[src/rtl/fpu_addsub_issue_ctrl_if.sv]
// ---------------------------------------------------------------------------
// fpu_addsub_issue_ctrl_if
// Bundles every signal between the add/sub issue controller and its
// surroundings: the two requesters, the shared 5-stage datapath and the
// response side. Clock and reset stay as plain module ports.
//   slave  : the issue controller's view
//   master : the environment's view (requesters, datapath, sinks)
// Signal groups:
//   Flush                          synchronous discard of in-flight ops
//   ReqValid/ReqOp/ReqA/ReqB/ReqReady   requester 0 and 1 issue handshakes
//   PipeEnable/PipeInA/PipeInB/PipeOp   datapath stage-1 drive + advance
//   PipeResult/PipeOverflow        datapath stage-5 result
//   RespValid/RespReady/RespData/RespOverflow  response handshakes
//   InFlight/Busy                  occupancy status
// ---------------------------------------------------------------------------
interface fpu_addsub_issue_ctrl_if #(
  parameter int DataSize  = 32,
  parameter int CountSize = 3
);
  logic                 Flush;
  logic                 ReqValid0, ReqValid1;
  logic                 ReqOp0, ReqOp1;
  logic [DataSize-1:0]  ReqA0, ReqB0, ReqA1, ReqB1;
  logic                 ReqReady0, ReqReady1;
  logic                 PipeEnable;
  logic [DataSize-1:0]  PipeInA, PipeInB;
  logic                 PipeOp;
  logic [DataSize-1:0]  PipeResult;
  logic                 PipeOverflow;
  logic                 RespValid0, RespValid1;
  logic [DataSize-1:0]  RespData;
  logic                 RespOverflow;
  logic                 RespReady0, RespReady1;
  logic [CountSize-1:0] InFlight;
  logic                 Busy;

  modport slave (
    input  Flush, ReqValid0, ReqValid1, ReqOp0, ReqOp1,
           ReqA0, ReqB0, ReqA1, ReqB1,
           PipeResult, PipeOverflow, RespReady0, RespReady1,
    output ReqReady0, ReqReady1, PipeEnable, PipeInA, PipeInB, PipeOp,
           RespValid0, RespValid1, RespData, RespOverflow, InFlight, Busy
  );

  modport master (
    output Flush, ReqValid0, ReqValid1, ReqOp0, ReqOp1,
           ReqA0, ReqB0, ReqA1, ReqB1,
           PipeResult, PipeOverflow, RespReady0, RespReady1,
    input  ReqReady0, ReqReady1, PipeEnable, PipeInA, PipeInB, PipeOp,
           RespValid0, RespValid1, RespData, RespOverflow, InFlight, Busy
  );
endinterface

[src/rtl/fpu_addsub_issue_ctrl.sv]
// ---------------------------------------------------------------------------
// fpu_addsub_issue_ctrl
// Issue/retire controller for the shared 5-stage FP add/sub datapath.
// Two requesters are arbitrated round-robin onto the pipeline; a shadow
// shift register carries a valid bit and requester ID beside each operation
// so the stage-5 result (and its overflow flag) is steered back to the
// requester that issued it. A tail result whose owner is not ready freezes
// the whole pipeline through PipeEnable.
// Ports:
//   Clk    rising-edge clock
//   Reset  synchronous, active-high
//   bus    fpu_addsub_issue_ctrl_if.slave (requests, datapath, responses)
// ---------------------------------------------------------------------------
module fpu_addsub_issue_ctrl #(
  parameter int DataSize  = 32,
  parameter int Stages    = 5,
  parameter int CountSize = 3
) (
  input logic                  Clk,
  input logic                  Reset,
  fpu_addsub_issue_ctrl_if.slave bus
);

  // Shadow pipeline: slot 0 holds the newest issue, slot Stages-1 lines up
  // with PipeResult.
  logic [Stages-1:0]    slotValid;
  logic [Stages-1:0]    slotId;
  logic                 last;        // last granted requester
  logic [CountSize-1:0] inFlight;

  logic                 tailValid, tailId, tailReady;
  logic                 pipeEnable;
  logic                 grantValid, grantId;
  logic                 accept, retire;
  logic [DataSize-1:0]  grantA, grantB;
  logic                 grantOp;

  always_comb begin
    // NOTE: every signal driven here gets a value before any condition, so
    // no path leaves one unassigned and no latch is inferred.
    tailValid  = slotValid[Stages-1];
    tailId     = slotId[Stages-1];
    tailReady  = tailId ? bus.RespReady1 : bus.RespReady0;

    // Only an unclaimed tail result stalls; Flush always lets the datapath
    // advance because its contents are discarded anyway.
    pipeEnable = !(tailValid && !tailReady) || bus.Flush;

    // Round-robin: on a tie the requester other than the last winner goes.
    grantValid = bus.ReqValid0 || bus.ReqValid1;
    grantId    = (bus.ReqValid0 && bus.ReqValid1) ? ~last : bus.ReqValid1;

    accept     = grantValid && pipeEnable && !bus.Flush;
    retire     = tailValid && tailReady && !bus.Flush;

    grantA     = '0;
    grantB     = '0;
    grantOp    = 1'b0;
    if (grantValid) begin
      grantA  = grantId ? bus.ReqA1  : bus.ReqA0;
      grantB  = grantId ? bus.ReqB1  : bus.ReqB0;
      grantOp = grantId ? bus.ReqOp1 : bus.ReqOp0;
    end

    bus.PipeEnable   = pipeEnable;
    bus.PipeInA      = grantA;
    bus.PipeInB      = grantB;
    bus.PipeOp       = grantOp;
    bus.ReqReady0    = accept && !grantId;
    bus.ReqReady1    = accept &&  grantId;
    bus.RespValid0   = tailValid && !tailId && !bus.Flush;
    bus.RespValid1   = tailValid &&  tailId && !bus.Flush;
    bus.RespData     = bus.PipeResult;
    bus.RespOverflow = bus.PipeOverflow;
    bus.InFlight     = inFlight;
    bus.Busy         = (inFlight != '0);
  end

  // NOTE: sequential state uses non-blocking assignments so every register
  // samples the pre-edge value of every other register.
  always_ff @(posedge Clk) begin
    if (Reset) begin
      // NOTE: the ID shift register is small and its reset value is
      // observable through steering, so it is reset along with the valids.
      slotValid <= '0;
      slotId    <= '0;
      last      <= 1'b1;
      inFlight  <= '0;
    end else if (bus.Flush) begin
      slotValid <= '0;
      inFlight  <= '0;
    end else if (pipeEnable) begin
      slotValid <= {slotValid[Stages-2:0], accept};
      slotId    <= {slotId[Stages-2:0], grantId};
      if (accept) begin
        last <= grantId;
      end
      // Issue and retire in the same cycle cancel out.
      case ({accept, retire})
        2'b10:   inFlight <= inFlight + CountSize'(1);
        2'b01:   inFlight <= inFlight - CountSize'(1);
        default: inFlight <= inFlight;
      endcase
    end
  end

endmodule

[src/flat_wrapper.sv]
// flat-port wrapper written by rule: the top's interface ports become plain ports
module fpu_addsub_issue_ctrl_flat 
#(
  parameter int DataSize  = 32,
  parameter int Stages    = 5,
  parameter int CountSize = 3
)
  (Clk, Reset, bus_Flush, bus_ReqValid0, bus_ReqValid1, bus_ReqOp0, bus_ReqOp1, bus_ReqA0, bus_ReqB0, bus_ReqA1, bus_ReqB1, bus_PipeResult, bus_PipeOverflow, bus_RespReady0, bus_RespReady1, bus_ReqReady0, bus_ReqReady1, bus_PipeEnable, bus_PipeInA, bus_PipeInB, bus_PipeOp, bus_RespValid0, bus_RespValid1, bus_RespData, bus_RespOverflow, bus_InFlight, bus_Busy);
  fpu_addsub_issue_ctrl_if #(.DataSize(DataSize), .CountSize(CountSize)) bus_i ();
  input logic Clk;
  input logic Reset;
  input wire logic [$bits(bus_i.Flush)-1:0] bus_Flush;
  input wire logic [$bits(bus_i.ReqValid0)-1:0] bus_ReqValid0;
  input wire logic [$bits(bus_i.ReqValid1)-1:0] bus_ReqValid1;
  input wire logic [$bits(bus_i.ReqOp0)-1:0] bus_ReqOp0;
  input wire logic [$bits(bus_i.ReqOp1)-1:0] bus_ReqOp1;
  input wire logic [$bits(bus_i.ReqA0)-1:0] bus_ReqA0;
  input wire logic [$bits(bus_i.ReqB0)-1:0] bus_ReqB0;
  input wire logic [$bits(bus_i.ReqA1)-1:0] bus_ReqA1;
  input wire logic [$bits(bus_i.ReqB1)-1:0] bus_ReqB1;
  input wire logic [$bits(bus_i.PipeResult)-1:0] bus_PipeResult;
  input wire logic [$bits(bus_i.PipeOverflow)-1:0] bus_PipeOverflow;
  input wire logic [$bits(bus_i.RespReady0)-1:0] bus_RespReady0;
  input wire logic [$bits(bus_i.RespReady1)-1:0] bus_RespReady1;
  output wire logic [$bits(bus_i.ReqReady0)-1:0] bus_ReqReady0;
  output wire logic [$bits(bus_i.ReqReady1)-1:0] bus_ReqReady1;
  output wire logic [$bits(bus_i.PipeEnable)-1:0] bus_PipeEnable;
  output wire logic [$bits(bus_i.PipeInA)-1:0] bus_PipeInA;
  output wire logic [$bits(bus_i.PipeInB)-1:0] bus_PipeInB;
  output wire logic [$bits(bus_i.PipeOp)-1:0] bus_PipeOp;
  output wire logic [$bits(bus_i.RespValid0)-1:0] bus_RespValid0;
  output wire logic [$bits(bus_i.RespValid1)-1:0] bus_RespValid1;
  output wire logic [$bits(bus_i.RespData)-1:0] bus_RespData;
  output wire logic [$bits(bus_i.RespOverflow)-1:0] bus_RespOverflow;
  output wire logic [$bits(bus_i.InFlight)-1:0] bus_InFlight;
  output wire logic [$bits(bus_i.Busy)-1:0] bus_Busy;
  assign bus_i.Flush = bus_Flush;
  assign bus_i.ReqValid0 = bus_ReqValid0;
  assign bus_i.ReqValid1 = bus_ReqValid1;
  assign bus_i.ReqOp0 = bus_ReqOp0;
  assign bus_i.ReqOp1 = bus_ReqOp1;
  assign bus_i.ReqA0 = bus_ReqA0;
  assign bus_i.ReqB0 = bus_ReqB0;
  assign bus_i.ReqA1 = bus_ReqA1;
  assign bus_i.ReqB1 = bus_ReqB1;
  assign bus_i.PipeResult = bus_PipeResult;
  assign bus_i.PipeOverflow = bus_PipeOverflow;
  assign bus_i.RespReady0 = bus_RespReady0;
  assign bus_i.RespReady1 = bus_RespReady1;
  assign bus_ReqReady0 = bus_i.ReqReady0;
  assign bus_ReqReady1 = bus_i.ReqReady1;
  assign bus_PipeEnable = bus_i.PipeEnable;
  assign bus_PipeInA = bus_i.PipeInA;
  assign bus_PipeInB = bus_i.PipeInB;
  assign bus_PipeOp = bus_i.PipeOp;
  assign bus_RespValid0 = bus_i.RespValid0;
  assign bus_RespValid1 = bus_i.RespValid1;
  assign bus_RespData = bus_i.RespData;
  assign bus_RespOverflow = bus_i.RespOverflow;
  assign bus_InFlight = bus_i.InFlight;
  assign bus_Busy = bus_i.Busy;
  fpu_addsub_issue_ctrl #(.DataSize(DataSize), .Stages(Stages), .CountSize(CountSize)) u_core (.Clk(Clk), .Reset(Reset), .bus(bus_i));
endmodule
[config.mk]
export PLATFORM = sky130hd
export DESIGN_NAME = fpu_addsub_issue_ctrl_flat
export DESIGN_NICKNAME = d
export VERILOG_FILES = /design/src/rtl/fpu_addsub_issue_ctrl_if.sv /design/src/rtl/fpu_addsub_issue_ctrl.sv /design/src/flat_wrapper.sv
export SDC_FILE = /design/constraint.sdc
export NUM_CORES = 1
export LEC_CHECK = 0
export ABC_AREA = 1
export CAP_MARGIN = 5
export CORE_AREA = 3 3 108 110
export CTS_CLUSTER_SIZE = 24
export DETAILED_ROUTE_END_ITERATION = 10
export DIE_AREA = 0 0 111 113
export GPL_TIMING_DRIVEN = 0
export PLACE_DENSITY_LB_ADDON = 0.1
export RECOVER_POWER = 100
export SLEW_MARGIN = 20
export SYNTH_ARGS = -nofsm -noshare
export SYNTH_HDL_FRONTEND = slang
export SYNTH_SLANG_ARGS = --single-unit
[constraint.sdc]
create_clock -name Clk -period 2.4 [get_ports Clk]
set_clock_uncertainty 0.15 [all_clocks]
set_input_delay 0.48 -clock Clk [delete_from_list [all_inputs] [get_ports Clk]]
set_output_delay 0.48 -clock Clk [all_outputs]
set_load 0.005 [all_outputs]
==> results of run 1 <==
## sequential cells by signal (all words and copies together), names as in the netlist
| signal | count |
|---|---|
| u_core.slotId | 5 |
| u_core.bus.InFlight | 3 |
| u_core.last | 1 |
| u_core.slotValid | 5 |
## metal layers
| layer | vias up | part of all wire [%] | GRT usage [%] |
|---|---|---|---|
| li1 | 1606 | - | - |
| met1 | 1344 | 38 | 18.8 |
| met2 | 123 | 54 | 31.9 |
| met3 | 12 | 7.0 | 3.90 |
| met4 | 0 | 1.6 | 3.20 |
| met5 | - | 0 | 0 |
## synthesized netlist by cell type, types with 2 or more instances
master,instances
o21ai_0,6
buf_2,8
a21oi_1,6
nand2_1,146
buf_4,43
clkbuf_1,2
nor2_1,24
nand3_1,70
dfxtp_1,14
inv_1,11
## logic make-up (layout without fill, tap and decap cells)
group | after synthesis | in the layout
AND/OR/NAND/NOR | 243 | 243
AO/OA/AOI/OAI | 13 | 13
flip-flops | 14 | 14
buffers and inverters | 67 | 346
adder cells (fa/ha/maj) | 2 | 2
## path summary, 6_finish.rpt
| kind | start | endpoint | slack [ns] | depth (start not counted) |
|---|---|---|---|---|
| max | bus_ReqValid0 | bus_PipeInB[20] | 0.07 | 10 |
| min | u_core.slotValid[3]$_SDFFE_PP0P_ | u_core.slotValid[4]$_SDFFE_PP0P_ | 0.31 | 2 |
| min reg2reg | u_core.slotValid[3]$_SDFFE_PP0P_ | u_core.slotValid[4]$_SDFFE_PP0P_ | 0.31 | 2 |
| max reg2reg | u_core.slotId[4]$_SDFFE_PP0P_ | u_core.bus.InFlight[2]$_SDFFE_PP0P_ | 0.21 | 14 |
## cell type report
type | count | area (um2)
Buffer | 54 | 479
Clock buffer | 4 | 55.1
Sequential cell | 14 | 280
Tap cell | 140 | 175
Timing Repair Buffer | 275 | 2750
Multi-Input combinational cell | 258 | 1160
Fill cell | 1111 | 5830
Inverter | 13 | 55.1
## tightest hold or removal path: stages (launching register included)
cell	delay [ns]
dfxtp_1	0.32
nor2_1	0.04
nor2_1	0.07
## through the flow
stage                     util, %  std cells  TNS (ns)
after floorplan                 -        339         0
after global placement       41.0        722    -34.97
after detailed placement     41.0        722    -35.14
after CTS                    44.9        753         0
after global routing         46.0        758  -0.00496
final                        46.0        758         0
## power by group through the flow
stage	Combinational, uW	Sequential (uW)	Clock, uW
4_1_cts	825	247	237
2_1_floorplan	242	250	0
6_report	804	247	230
3_5_place_dp	777	251	0
5_1_grt	871	248	246
3_3_place_gp	773	251	0
## repair_timing
| item | in CTS | in global routing |
|---|---|---|
| pin swaps | 5 | 12 |
| buffers inserted | 24 | 5 |
| gates cloned | 3 | 0 |
| endpoints found under the setup margin | 71 | 41 |
| resized for setup | 93 | 39 |
| hold buffers | 0 | 0 |
==> run_results.csv, run 1 <==
group,metric,value,unit
power_and_ir_drop,p_per_area,258,nW/um2
logic_synthesis,synth_compound_area_share,3.72,%
global_routing,grt_pass1_wl,16.7,mm
place,port_buffers,243,
power_and_ir_drop,p_total,1280,uW
logic_synthesis,synth_cell_types,19,
route,wl_per_cell,15.1,um
logic_synthesis,syn-num-nets,511,
route,vias_per_cell,4.07,
global_routing,grtUsageTotal,16.6,%
logic_synthesis,synth.largest_area_cell,"nand2_1",
setup_path,end_kind,"output port",
power_and_ir_drop,peakVddDrop,0.291,mV
sta,fin_crit_sh,97.0,%
route,antenna_left,0,
floorplanning,core,10800,um2
power_and_ir_drop,clkPwrFrac,17.9,%
place,place_area,4420,um2
logic_synthesis,synth-simple-area-share,55.7,%
setup_path,critPathMaxStageDelay,0.27,ns
power_and_ir_drop,intPower,918,uW
sta,tightestPinTransition,0.259,ns
place,dp_hpwl,9.33,mm
setup_path,worst-setup-path-type,"in -> out",
setup_path,crit_fanout,9,
floorplanning,die_h,113,um
power_and_ir_drop,p_seq_share,19.3,%
clock_network,clock_sinks,14,
status,outcome,"complete, no violations",
hold_path,min_path_type,"reg -> reg",
final_layout,drive_gt1_share,17.3,%
global_routing,grt_pass1_vias,2894,
logic_synthesis,synth-seq-area-share,15.4,%
final_layout,diodes,0,
flow_run,maxCapViolCount,0,
logic_synthesis,ys_async_sr_fraction,0,%
logic_synthesis,synth_flop_cell,"dfxtp_1",
clock_network,cts_tree,"yes",
setup_path,crit_slowest_cell,"dlygate4sd2_1",
logic_synthesis,synthMuxAreaShare,0,%
floorplanning,io_pins,277,
floorplanning,die_x,111,um
logic_synthesis,synth_edf_count,0,
sta,relSlewSlack,82.7,%
logic_synthesis,synth_top_family_by_area,"simple AND/OR/NAND/NOR gates",
route,drc,0,
logic_synthesis,netlist_instances,339,
setup_path,required,1.77,ns
logic_synthesis,netlist_area,1820,um2
sta,timing.hold.ws,0.312,ns
clock_network,worstSkewPairLatency,0.25,ns
setup_path,critPathArrivalTime,1.70,ns
logic_synthesis,synth.avg_cell_area,5.36,um2
power_and_ir_drop,switching_share,28.4,%
setup_path,crit_family,"buffers and inverters",
sta,hold_viol,0,
clock_network,clk_pin_slew_worst_paths,0.06,ns
route,initialDrtViolationCount,151,
route,wl,11.4,mm
logic_synthesis,yosysWarnings,0,
place,dp_slack,-0.648,ns
floorplanning,die-area,12500,um2
floorplanning,fp-row-count,38,
logic_synthesis,synth-xor-area-share,0,%
sta,setup_ws,0.0712,ns
global_routing,antenna_found_initial,0,
setup_path,crit_top_cell,"buf_4",
logic_synthesis,synthAdderAreaFrac,1.79,%
sta,fmax,0.429,GHz
route,num_vias,3085,
power_and_ir_drop,pwr-share-comb,62.8,%
clock_network,root_buffer,"clkbuf_8",
floorplanning,initial_core_util,16.8,%
setup_path,cp-start-kind,"input pin",
global_routing,overflow,0,
final_layout,design_area,4960,um2
final_layout,final_nets,791,
setup_path,crit_buf_inv,6,
logic_synthesis,yosys_register_bits,14,
final_layout,layout_commonest_cell,"nand2_1",
sta,post-route-min-period,2.33,ns
sta,setup_viol,0,
clock_network,clock_path_buffers,2,
final_layout,syn_to_final_growth,173,%
setup_path,path_cells,"buf_4, nand2_2, nand2_4, buf_8, buf_4, buf_8, buf_4, nand3_1, nand2_1, dlygate4sd2_1",
power_and_ir_drop,p_sw,363,uW
logic_synthesis,synth_area_leaders,"nand2_1 30%, nand3_1 19%, buf_4 18%",
global_routing,grt_max_degree,11,
place,gp_congestion,0.877,
sta,slew_violations,0,
clock_network,cts_made_buffers,3,
power_and_ir_drop,leakage,0.00267,uW
clock_network,htreeDepth,1,
route,firstDrtPassIters,4,
final_layout,mostFrequentLayoutCells,"142 x nand2_1, 137 x clkdlybuf4s50_1, 67 x nand3_1, 65 x buf_4",
logic_synthesis,yosys.area.top_type_share,30.2,%
Power figures use the tool's default switching activity.
==> run 2, diff against run 1 <==
--- a/config.mk
+++ b/config.mk
@@ -7,14 +7,16 @@
 export LEC_CHECK = 0
 export ABC_AREA = 1
 export CAP_MARGIN = 5
-export CORE_AREA = 3 3 108 110
+export CORE_AREA = 3 3 105 107
+export CTS_BUF_LIST = sky130_fd_sc_hd__clkbuf_4
 export CTS_CLUSTER_SIZE = 24
 export DETAILED_ROUTE_END_ITERATION = 10
-export DIE_AREA = 0 0 111 113
+export DIE_AREA = 0 0 108 110
 export GPL_TIMING_DRIVEN = 0
+export HOLD_SLACK_MARGIN = 0.12
 export PLACE_DENSITY_LB_ADDON = 0.1
 export RECOVER_POWER = 100
-export SLEW_MARGIN = 20
+export SLEW_MARGIN = 15
 export SYNTH_ARGS = -nofsm -noshare
 export SYNTH_HDL_FRONTEND = slang
 export SYNTH_SLANG_ARGS = --single-unit
==> run 2 against run 1 <==
Effect of this change: cell count down 2.5%; routed wire length is 3.8% lower; sequential power is essentially flat; sequential share of layout area up 0.41 points; final area decreased by 6.8%; hold slack got worse by 0.0017 ns; utilization is 0.78 points lower; register-to-register slack improved by 0.16 ns; critical path depth shrank 1; combinational power decreased by 7.3%; die area decreased by 5.3%; setup slack lost 0.058 ns.
==> run_results.csv, run 2 (synthesis results as in run 1) <==
group,metric,value,unit
status,outcome,"complete, no violations",
setup_path,worst-setup-path-type,"in -> out",
global_routing,antenna_found_initial,0,
route,vias_per_cell,4.09,
floorplanning,fp-row-count,37,
floorplanning,initial_core_util,17.8,%
sta,hold_viol,0,
setup_path,cp-start-kind,"input pin",
setup_path,end_kind,"output port",
route,antenna_left,0,
floorplanning,io_pins,277,
place,dp_hpwl,9.23,mm
route,firstDrtPassIters,4,
sta,fin_crit_sh,99.4,%
place,dp_slack,-0.690,ns
sta,tightestPinTransition,0.414,ns
sta,rsz0062_at_grt,"true",
hold_path,min_path_type,"reg -> reg",
floorplanning,die_x,108,um
sta,relSlewSlack,72.4,%
floorplanning,core,10200,um2
place,gp_congestion,0.791,
hold_path,min_from,"u_core.slotId[0]$_SDFFE_PP0P_",
setup_path,required,1.77,ns
final_layout,diodes,0,
sta,setup_viol,0,
setup_path,crit_fanout,6,
clock_network,cts_tree,"yes",
place,port_buffers,243,
route,drc,0,
route,num_vias,3023,
flow_run,maxCapViolCount,0,
route,wl_per_cell,14.9,um
sta,slew_violations,0,
final_layout,layout_commonest_cell,"nand2_1",
power_and_ir_drop,p_total,1120,uW
sta,timing.hold.ws,0.310,ns
final_layout,fillers,1102,
power_and_ir_drop,leakage,0.00235,uW
global_routing,grtUsageTotal,16.1,%
global_routing,grt_pass1_vias,2780,
clock_network,htreeDepth,1,
power_and_ir_drop,p_per_area,242,nW/um2
global_routing,use_met2,31.2,%
floorplanning,die_h,110,um
sta,fmax,0.419,GHz
setup_path,critPathArrivalTime,1.76,ns
sta,post-route-min-period,2.39,ns
global_routing,gr-usage-met1,17.8,%
final_layout,mostFrequentLayoutCells,"144 x nand2_1, 138 x clkdlybuf4s50_1, 68 x nand3_1, 64 x dlygate4sd2_1, 46 x buf_4",
sta,setup_ws,0.0134,ns
setup_path,worstReg2RegStart,"u_core.slotId[4]$_SDFFE_PP0P_",
setup_path,startpoint,"bus_ReqValid0",
global_routing,grt_max_degree,11,
clock_network,clk_pin_slew_worst_paths,0.07,ns
global_routing,grt_pass1_wl,15.2,mm
clock_network,cts_made_buffers,3,
clock_network,clock_sinks,14,
final_layout,final_util,45.2,%
floorplanning,die-area,11900,um2
clock_network,worstSkewPairLatency,0.27,ns
route,wl,11.0,mm
clock_network,root_buffer,"clkbuf_4",
final_layout,syn_to_final_growth,154,%
global_routing,overflow,0,
final_layout,final_nets,777,
global_routing,grt_busiest_layer,"met2",
route,initialDrtViolationCount,150,
clock_network,clock_path_buffers,2,
global_routing,grt_util_met3,4.25,%
final_layout,drive_gt1_share,14.1,%
power_and_ir_drop,peakVddDrop,0.245,mV
[run 2: layout make-up]
type | count | area [um2] | area share, %
Buffer | 54 | 439 | 9.50
Inverter | 13 | 52.6 | 1.14
Clock buffer | 3 | 22.5 | 0.487
Sequential cell | 14 | 280 | 6.06
Timing Repair Buffer | 261 | 2520 | 54.5
Multi-Input combinational cell | 258 | 1140 | 24.7
Tap cell | 136 | 170 | 3.68
[run 2: timing repair]
item                                    CTS  global route
hold buffers                              0             0
pin swaps                                 5             3
buffers inserted                         11             3
resized for setup                       111             8
endpoints found under the setup margin   71            18
cloned                                    4             0
[run 2: critical path: stages]
cell	delay, ns
clkbuf_2	0.12
nand2_1	0.11
nand2_4	0.08
inv_4	0.06
buf_2	0.21
clkdlybuf4s15_2	0.29
nand2_1	0.06
nand2_1	0.06
dlygate4sd2_1	0.27
[run 2: metal layers]
metal	up-vias	part of all wire, %	wire [um]
li1	1572	-	-
met1	1328	35	3860
met2	117	54	5970
met3	6	9.7	1060
met4	0	0.85	93
met5	-	0	0
[run 2: power breakdown]
part | switching, uW | total (uW) | leakage, uW | internal, uW
clock network | 68.2 | 126 | 0.0000138 | 58.0
logic | 265 | 745 | 0.00222 | 480
registers | 5.76 | 246 | 0.000114 | 240
[run 2: final timing paths]
path                            cells after the start  slack [ns]                                   to
worst min register to register                      2        0.31        u_core.slotId[0]$_SDFFE_PP0P_
worst max-delay path                                9        0.01                       bus_PipeInB[9]
worst max register to register                     14        0.37  u_core.bus.InFlight[2]$_SDFFE_PP0P_
worst min-delay path                                2        0.31        u_core.slotId[0]$_SDFFE_PP0P_
[run 2: through the flow]
step / cells / cell area, um2 / setup TNS (ns)
after floorplan: 339 / 1820 / 0
after global placement: 718 / 4420 / -34.43
after detailed placement: 718 / 4420 / -34.58
after CTS: 736 / 4680 / -0.0302
after global routing: 739 / 4620 / -1.71
final: 739 / 4620 / 0
